[src/rtl/alu_seq_top.sv]
// rtl/alu_seq_top.sv - WIDTH-bit ALU with iterative MUL/DIV and registered Z port; `ALU_SIGNED_MD_EN enables signed MUL/DIV
module alu_seq_top #(
    parameter int WIDTH     = 32,
    parameter int PC_INC    = 4,
    parameter int OFS_SHIFT = 2
) (
    input  logic             clk,
    input  logic             reset,
    input  logic             op_valid,
    output logic             op_ready,
    input  logic             flush,
    input  logic [1:0]       alusrcx,
    input  logic [1:0]       alusrcy,
    input  logic [2:0]       fntype,
    input  logic             addsub,
    input  logic [1:0]       logicfn,
    input  logic             md_signed,
    input  logic [WIDTH-1:0] pc_in,
    input  logic [WIDTH-1:0] x_in,
    input  logic [WIDTH-1:0] y_in,
    input  logic [WIDTH-1:0] z_in,
    input  logic [WIDTH-1:0] imm_in,
    output logic [WIDTH-1:0] z_out,
    output logic [WIDTH-1:0] hi_out,
    output logic             z_valid,
    output logic             alu_zero,
    output logic             ovfl,
    output logic             div0
);
    localparam int SW = $clog2(WIDTH);

    localparam logic [2:0] ST_IDLE = 3'd0;
    localparam logic [2:0] ST_MUL  = 3'd1;
    localparam logic [2:0] ST_DIV  = 3'd2;
    localparam logic [2:0] ST_FIX  = 3'd3;
    localparam logic [2:0] ST_DONE = 3'd4;

    localparam logic [2:0] FN_ARITH = 3'd0;
    localparam logic [2:0] FN_LOGIC = 3'd1;
    localparam logic [2:0] FN_SHIFT = 3'd2;
    localparam logic [2:0] FN_SLT   = 3'd3;
    localparam logic [2:0] FN_MUL   = 3'd4;
    localparam logic [2:0] FN_DIV   = 3'd5;

    logic [2:0]       state;
    logic [SW-1:0]    cnt;
    logic [WIDTH-1:0] acc_hi;
    logic [WIDTH-1:0] acc_lo;
    logic [WIDTH-1:0] opb;
    logic             md_div;
    logic             md_sgn;
    logic             neg_q;
    logic             neg_r;

    logic             sgn_req;
`ifdef ALU_SIGNED_MD_EN
    assign sgn_req = md_signed;
`else
    logic md_signed_unused;
    assign md_signed_unused = md_signed;
    assign sgn_req = 1'b0;
`endif

    assign op_ready = (state == ST_IDLE);

    logic [WIDTH-1:0]   src_x, src_y, y_eff, arith_res, logic_res, shift_res, sc_res;
    logic [2*WIDTH-1:0] ror_wide;
    logic [SW-1:0]      shamt;
    logic               do_sub, sc_ovfl, is_arith;

    always_comb begin
        case (alusrcx)
            2'b00:   src_x = pc_in;
            2'b01:   src_x = x_in;
            2'b10:   src_x = z_in;
            default: src_x = '0;
        endcase
        case (alusrcy)
            2'b00:   src_y = WIDTH'(PC_INC);
            2'b01:   src_y = y_in;
            2'b10:   src_y = imm_in;
            default: src_y = imm_in << OFS_SHIFT;
        endcase
    end

    // Reserved codes fall into the add path, so only 000 honours addsub.
    always_comb begin
        is_arith  = (fntype != FN_LOGIC) && (fntype != FN_SHIFT) && (fntype != FN_SLT);
        do_sub    = (fntype == FN_SLT) || ((fntype == FN_ARITH) && addsub);
        y_eff     = do_sub ? ~src_y : src_y;
        arith_res = src_x + y_eff + WIDTH'(do_sub);
        sc_ovfl   = is_arith && (src_x[WIDTH-1] == y_eff[WIDTH-1])
                    && (arith_res[WIDTH-1] != src_x[WIDTH-1]);
        case (logicfn)
            2'b00:   logic_res = src_x & src_y;
            2'b01:   logic_res = src_x | src_y;
            2'b10:   logic_res = src_x ^ src_y;
            default: logic_res = ~(src_x | src_y);
        endcase
        shamt    = src_y[SW-1:0];
        ror_wide = {src_x, src_x} >> shamt;
        case (logicfn)
            2'b00:   shift_res = ror_wide[WIDTH-1:0];
            2'b01:   shift_res = src_x >> shamt;
            2'b10:   shift_res = src_x << shamt;
            default: shift_res = $signed(src_x) >>> shamt;
        endcase
        case (fntype)
            FN_LOGIC: sc_res = logic_res;
            FN_SHIFT: sc_res = shift_res;
            FN_SLT:   sc_res = {{(WIDTH-1){1'b0}}, arith_res[WIDTH-1]};
            default:  sc_res = arith_res;
        endcase
    end

    logic             x_neg, y_neg;
    logic [WIDTH-1:0] x_mag, y_mag;

    always_comb begin
        x_neg = sgn_req && src_x[WIDTH-1];
        y_neg = sgn_req && src_y[WIDTH-1];
        x_mag = x_neg ? -src_x : src_x;
        y_mag = y_neg ? -src_y : src_y;
    end

    // One shift-add or restoring-divide step; DIV keeps the partial remainder in acc_hi.
    logic [WIDTH:0]     mul_sum, div_shift, div_diff;
    logic               div_ge;
    logic [WIDTH-1:0]   step_hi, step_lo;

    always_comb begin
        mul_sum   = {1'b0, acc_hi} + (acc_lo[0] ? {1'b0, opb} : {(WIDTH+1){1'b0}});
        div_shift = {acc_hi, acc_lo[WIDTH-1]};
        div_ge    = (div_shift >= {1'b0, opb});
        div_diff  = div_shift - {1'b0, opb};
        if (state == ST_DIV) begin
            step_hi = div_ge ? div_diff[WIDTH-1:0] : div_shift[WIDTH-1:0];
            step_lo = {acc_lo[WIDTH-2:0], div_ge};
        end else begin
            {step_hi, step_lo} = {mul_sum, acc_lo[WIDTH-1:1]};
        end
    end

    logic [2*WIDTH-1:0] prod_neg;
    logic [WIDTH-1:0]   fix_hi, fix_lo;
    logic               fix_ovfl;

    always_comb begin
        prod_neg = -{acc_hi, acc_lo};
        if (md_div) begin
            fix_lo = neg_q ? -acc_lo : acc_lo;
            fix_hi = neg_r ? -acc_hi : acc_hi;
        end else begin
            {fix_hi, fix_lo} = neg_q ? prod_neg : {acc_hi, acc_lo};
        end
        // A positive quotient of magnitude 2^(WIDTH-1) only arises from most-negative / -1.
        fix_ovfl = md_div && !neg_q && acc_lo[WIDTH-1];
    end

    always_ff @(posedge clk or negedge reset) begin
        if (!reset) begin
            state    <= ST_IDLE;
            cnt      <= '0;
            acc_hi   <= '0;
            acc_lo   <= '0;
            opb      <= '0;
            md_div   <= 1'b0;
            md_sgn   <= 1'b0;
            neg_q    <= 1'b0;
            neg_r    <= 1'b0;
            z_out    <= '0;
            hi_out   <= '0;
            z_valid  <= 1'b0;
            alu_zero <= 1'b0;
            ovfl     <= 1'b0;
            div0     <= 1'b0;
        end else begin
            z_valid <= 1'b0;
            if (flush) begin
                state <= ST_IDLE;
            end else begin
                case (state)
                    ST_IDLE: begin
                        if (op_valid) begin
                            if (fntype == FN_MUL || fntype == FN_DIV) begin
                                md_div <= (fntype == FN_DIV);
                                md_sgn <= sgn_req;
                                neg_q  <= x_neg ^ y_neg;
                                neg_r  <= x_neg;
                                opb    <= y_mag;
                                acc_hi <= '0;
                                acc_lo <= x_mag;
                                cnt    <= '0;
                                state  <= (fntype == FN_DIV) ? ST_DIV : ST_MUL;
                            end else begin
                                z_out    <= sc_res;
                                hi_out   <= '0;
                                alu_zero <= (sc_res == '0);
                                ovfl     <= sc_ovfl;
                                div0     <= 1'b0;
                                z_valid  <= 1'b1;
                            end
                        end
                    end
                    ST_MUL, ST_DIV: begin
                        if (state == ST_DIV && opb == '0) begin
                            z_out    <= '1;
                            hi_out   <= neg_r ? -acc_lo : acc_lo;
                            alu_zero <= 1'b0;
                            ovfl     <= 1'b0;
                            div0     <= 1'b1;
                            z_valid  <= 1'b1;
                            state    <= ST_DONE;
                        end else begin
                            acc_hi <= step_hi;
                            acc_lo <= step_lo;
                            cnt    <= cnt + 1'b1;
                            if (cnt == '1) begin
                                if (md_sgn) begin
                                    state <= ST_FIX;
                                end else begin
                                    z_out    <= step_lo;
                                    hi_out   <= step_hi;
                                    alu_zero <= (step_lo == '0);
                                    ovfl     <= 1'b0;
                                    div0     <= 1'b0;
                                    z_valid  <= 1'b1;
                                    state    <= ST_DONE;
                                end
                            end
                        end
                    end
                    ST_FIX: begin
                        z_out    <= fix_lo;
                        hi_out   <= fix_hi;
                        alu_zero <= (fix_lo == '0);
                        ovfl     <= fix_ovfl;
                        div0     <= 1'b0;
                        z_valid  <= 1'b1;
                        state    <= ST_DONE;
                    end
                    default: state <= ST_IDLE;
                endcase
            end
        end
    end
endmodule

[config.mk]
export PLATFORM = sky130hd
export DESIGN_NAME = alu_seq_top
export DESIGN_NICKNAME = d
export VERILOG_FILES = /design/src/rtl/alu_seq_top.sv
export SDC_FILE = /design/constraint.sdc
export NUM_CORES = 1
export LEC_CHECK = 0
export CORE_MARGIN = 3
export CORE_UTILIZATION = 35
export DETAILED_ROUTE_END_ITERATION = 7
export DONT_BUFFER_PORTS = 1
export PLACE_DENSITY = 0.51
export SLEW_MARGIN = 25
export SYNTH_ARGS = -nofsm -noshare
export SYNTH_HDL_FRONTEND = slang
export SYNTH_SLANG_ARGS = --single-unit
export TNS_END_PERCENT = 30
[constraint.sdc]
create_clock -name clk -period 3.7 [get_ports clk]
set_input_delay 0.37 -clock clk [delete_from_list [all_inputs] [get_ports clk]]
set_output_delay 0.37 -clock clk [all_outputs]
set_load 0.03 [all_outputs]
==> flow_summary.ini <==
[run_status]
status = finished, violations left
failed_checks = hold timing, setup timing

[synthesis]
synth_xor_xnor_area_share_pct = 3.683
synth_compound_area_share_pct = 33.05
synthCells = 3134
syn_nets = 3473
yosys_warnings = 0
ys_ff_latch = 173
synth_top_family_by_area = compound AO/OA/AOI/OAI gates
synthAdderAreaFrac_pct = 8.902
synthFlopType = dfrtp_1
async_reset_ff_share_pct = 100.0
syn_area_um2 = 23300
ys_seq_area_share_pct = 18.58
synth.avg_cell_area_um2 = 7.436
synth.distinct_cells = 114
synth_simple_gate_area_share_pct = 21.01
synth.area.mux_share_pct = 7.817
synth_edf_count = 0

[power]
ir_drop_mv = 0.3863
power_frac_seq_pct = 21.9
power.leakage_nw = 14.72
cellPowerDensity_nw_per_um2 = 621.2
pwr-share-comb_pct = 68.4
switching_share_pct = 51.97
clkPwrFrac_pct = 9.6
intPower_mw = 9.641
netSwitchingPower_mw = 10.43
power.total_mw = 20.07

[route]
wl_per_cell_um = 30.29
post-route-drc-count = 0
vias = 29105
drt_iter0_markers = 2998
drt-total-wl_mm = 141.1
viasPerCell = 6.247
first_pass_iters = 6
ant_nets = 0

[clock_tree]
cts_buffers = 17
cts_tree = done
ctsLongestPathBuffers = 2
path_clk_slew_ps = 70
postCtsHoldBufs = 1
insertion_delay_ps = 480
cts.sinks = 173
htree_levels = 4
cts-root-buf = clkbuf_16

[global_routing]
grtUsageMet1_pct = 48.90
top_usage_layer = met2
first_global_vias = 27919
grt_start_max_net_pins = 174
grtUsageMet3_pct = 8.028
met2_usage_pct = 61.38
grt.total_usage_pct = 38.81
grt_pass1_wl_mm = 199.1
overflow = 0
antenna_found_initial = 7

[floorplan]
start_util_pct = 35.76
io_pins = 244
coreArea_um2 = 65160
fp.dieH_um = 264.0
die_area_um2 = 69720
num_rows = 93
die_w_um = 264.0

[critical_path]
crit_buf_inv = 3
crit_required_ps = 4110
cp_max_fo = 66
arrival_ps = 4320
cp_slowest_cell = nor3_1
start_kind = input port
r2r-start = acc_lo[31]
worst-setup-path-type = in -> reg
path_cells = and3b_1, nor2_8, inv_6, buf_4, buf_12, nor2_4, a2111oi_0, nor3_1, nor3_1, a2111oi_2, o21ai_1, or4_4, nor4_4, nand4_1, nand2_1
critPathMaxStageDelay_ps = 820
worstSetupStartpoint = alusrcy[0]
crit_path_end_kind = flop
crit_top_cell = nor3_1
crit_family = simple AND/OR/NAND/NOR gates

[place]
portBuffers = 0
post-place-ws_ps = -1242
dp.cells = 4570
gp_congestion = 1.052
place_hpwl_mm = 113.8

[hold_path]
hold_class = in -> async

[sta]
fin_ws_ps = -209.9
min_period_ps = 3910
hold_ws_ps = -408.8
setup-violations-final = 6
tightestPinTransition_ps = 1163
rsz0062_at_grt = yes
drv_slew = 0
skew_ps = 14.52
slew_headroom_pct = 22.27
fmax_mhz = 255.8
hold_viol_final = 173
post-route-period-util_pct = 105.7

[final_layout]
final_nets = 4125
nFillCells = 6447
register_area_um2 = 4329
multi_input_area_um2 = 18780
drive_gt1_share_pct = 31.59
layout_common_cells = buf_4 (805), nand2_1 (347), o21ai_0 (271)
finalNonFillerCells = 4659
syn_to_final_growth_pct = 38.63
final_common_cell = buf_4

[flow_run]
drv_cap = 0
## worst paths after layout
check                      depth (start not counted)  slack, ps    endpoint
max                                               15       -210    alu_zero
min                                                0       -410  hi_out[12]
max reg2reg                                       18       -160  hi_out[30]
max in group asynchronous                          0       3850   acc_lo[1]
min reg2reg                                        2        470      cnt[4]
min in group clk                                   2        130      md_div
## power groups by stage
stage,sequential (mW),combinational [mW],clock (mW)
finish,4.40,13.7,1.93
global route,4.44,14.6,2.02
CTS,4.39,12.8,1.96
detailed placement,4.41,12.0,0
global placement,4.41,11.8,0
floorplan,3.80,6.53,0
## registers in the layout (all words and copies together) (netlist names)
register	count
div0	1
z_valid	1
ovfl	1
hi_out	32
alu_zero	1
acc_lo	32
cnt	5
opb	32
md_div	1
z_out	32
acc_hi	32
state	3
## cell usage after synthesis (48+ instances only)
master,n,area (µm²)
nor2_1,276,1036
inv_1,140,525.5
nor3_1,65,325.3
mux2i_1,135,1351
a211oi_1,73,548.0
nand2_1,350,1314
a21o_1,55,412.9
dfrtp_1,173,4329
a21oi_1,217,1086
and2_1,48,300.3
a31oi_1,56,350.3
o21ai_0,295,1476
nand3_1,49,245.2
xnor2_1,74,648.1
ha_1,161,2014
clkbuf_1,137,514.2
## per-stage QoR
step / instance area [µm²] / util, % / setup TNS (ps)
floorplan: 23470 / - / -5627
CTS: 31450 / 48.26 / -492.1
detailed placement: 29880 / 45.85 / -35090
global placement: 29860 / 45.83 / -32970
finish: 32310 / 49.58 / -496.6
global route: 32300 / 49.57 / -2289
## logic make-up after synthesis
| logic type | count (synthesis) |
|---|---|
| compound gates | 1145 |
| simple gates | 1018 |
| buf+inv | 376 |
| flops | 173 |
| fa+ha+maj | 164 |
| mux | 160 |
| xor+xnor | 98 |
## per-layer routing
metal | share of wire [%] | vias to the layer above
met5 | 0.0078 | -
met1 | 40 | 14192
li1 | - | 12981
met2 | 44 | 1598
met3 | 9.2 | 332
met4 | 6.8 | 2
## cell type report
cell class | count | share of cell area (%)
clock inverter | 14 | 0.5228
multi-input combinational | 2585 | 58.13
inverter | 153 | 1.801
timing repair buffer | 856 | 21.47
tap | 855 | 3.311
sequential | 173 | 13.40
antenna | 5 | 0.03873
clock buffer | 18 | 1.328
## worst reg2reg max path, delay by kind of cell, from the launching register on
kind                     cells  cell delay (ps)
AO/OA/AOI/OAI               10             2080
adder cells (fa/ha/maj)      2              500
buffers and inverters        5              660
flip-flops                   1              410
AND/OR/NAND/NOR              1              100
## timing repair
action / in CTS / in global routing
endpoints found under the setup margin: 88 / 86
pin swaps: 70 / 79
buffers inserted: 25 / 27
resized for setup: 154 / 129
endpoints found under the hold margin: 175 / 173
gates cloned: 2 / 1
(Power assumes the default switching activity.)
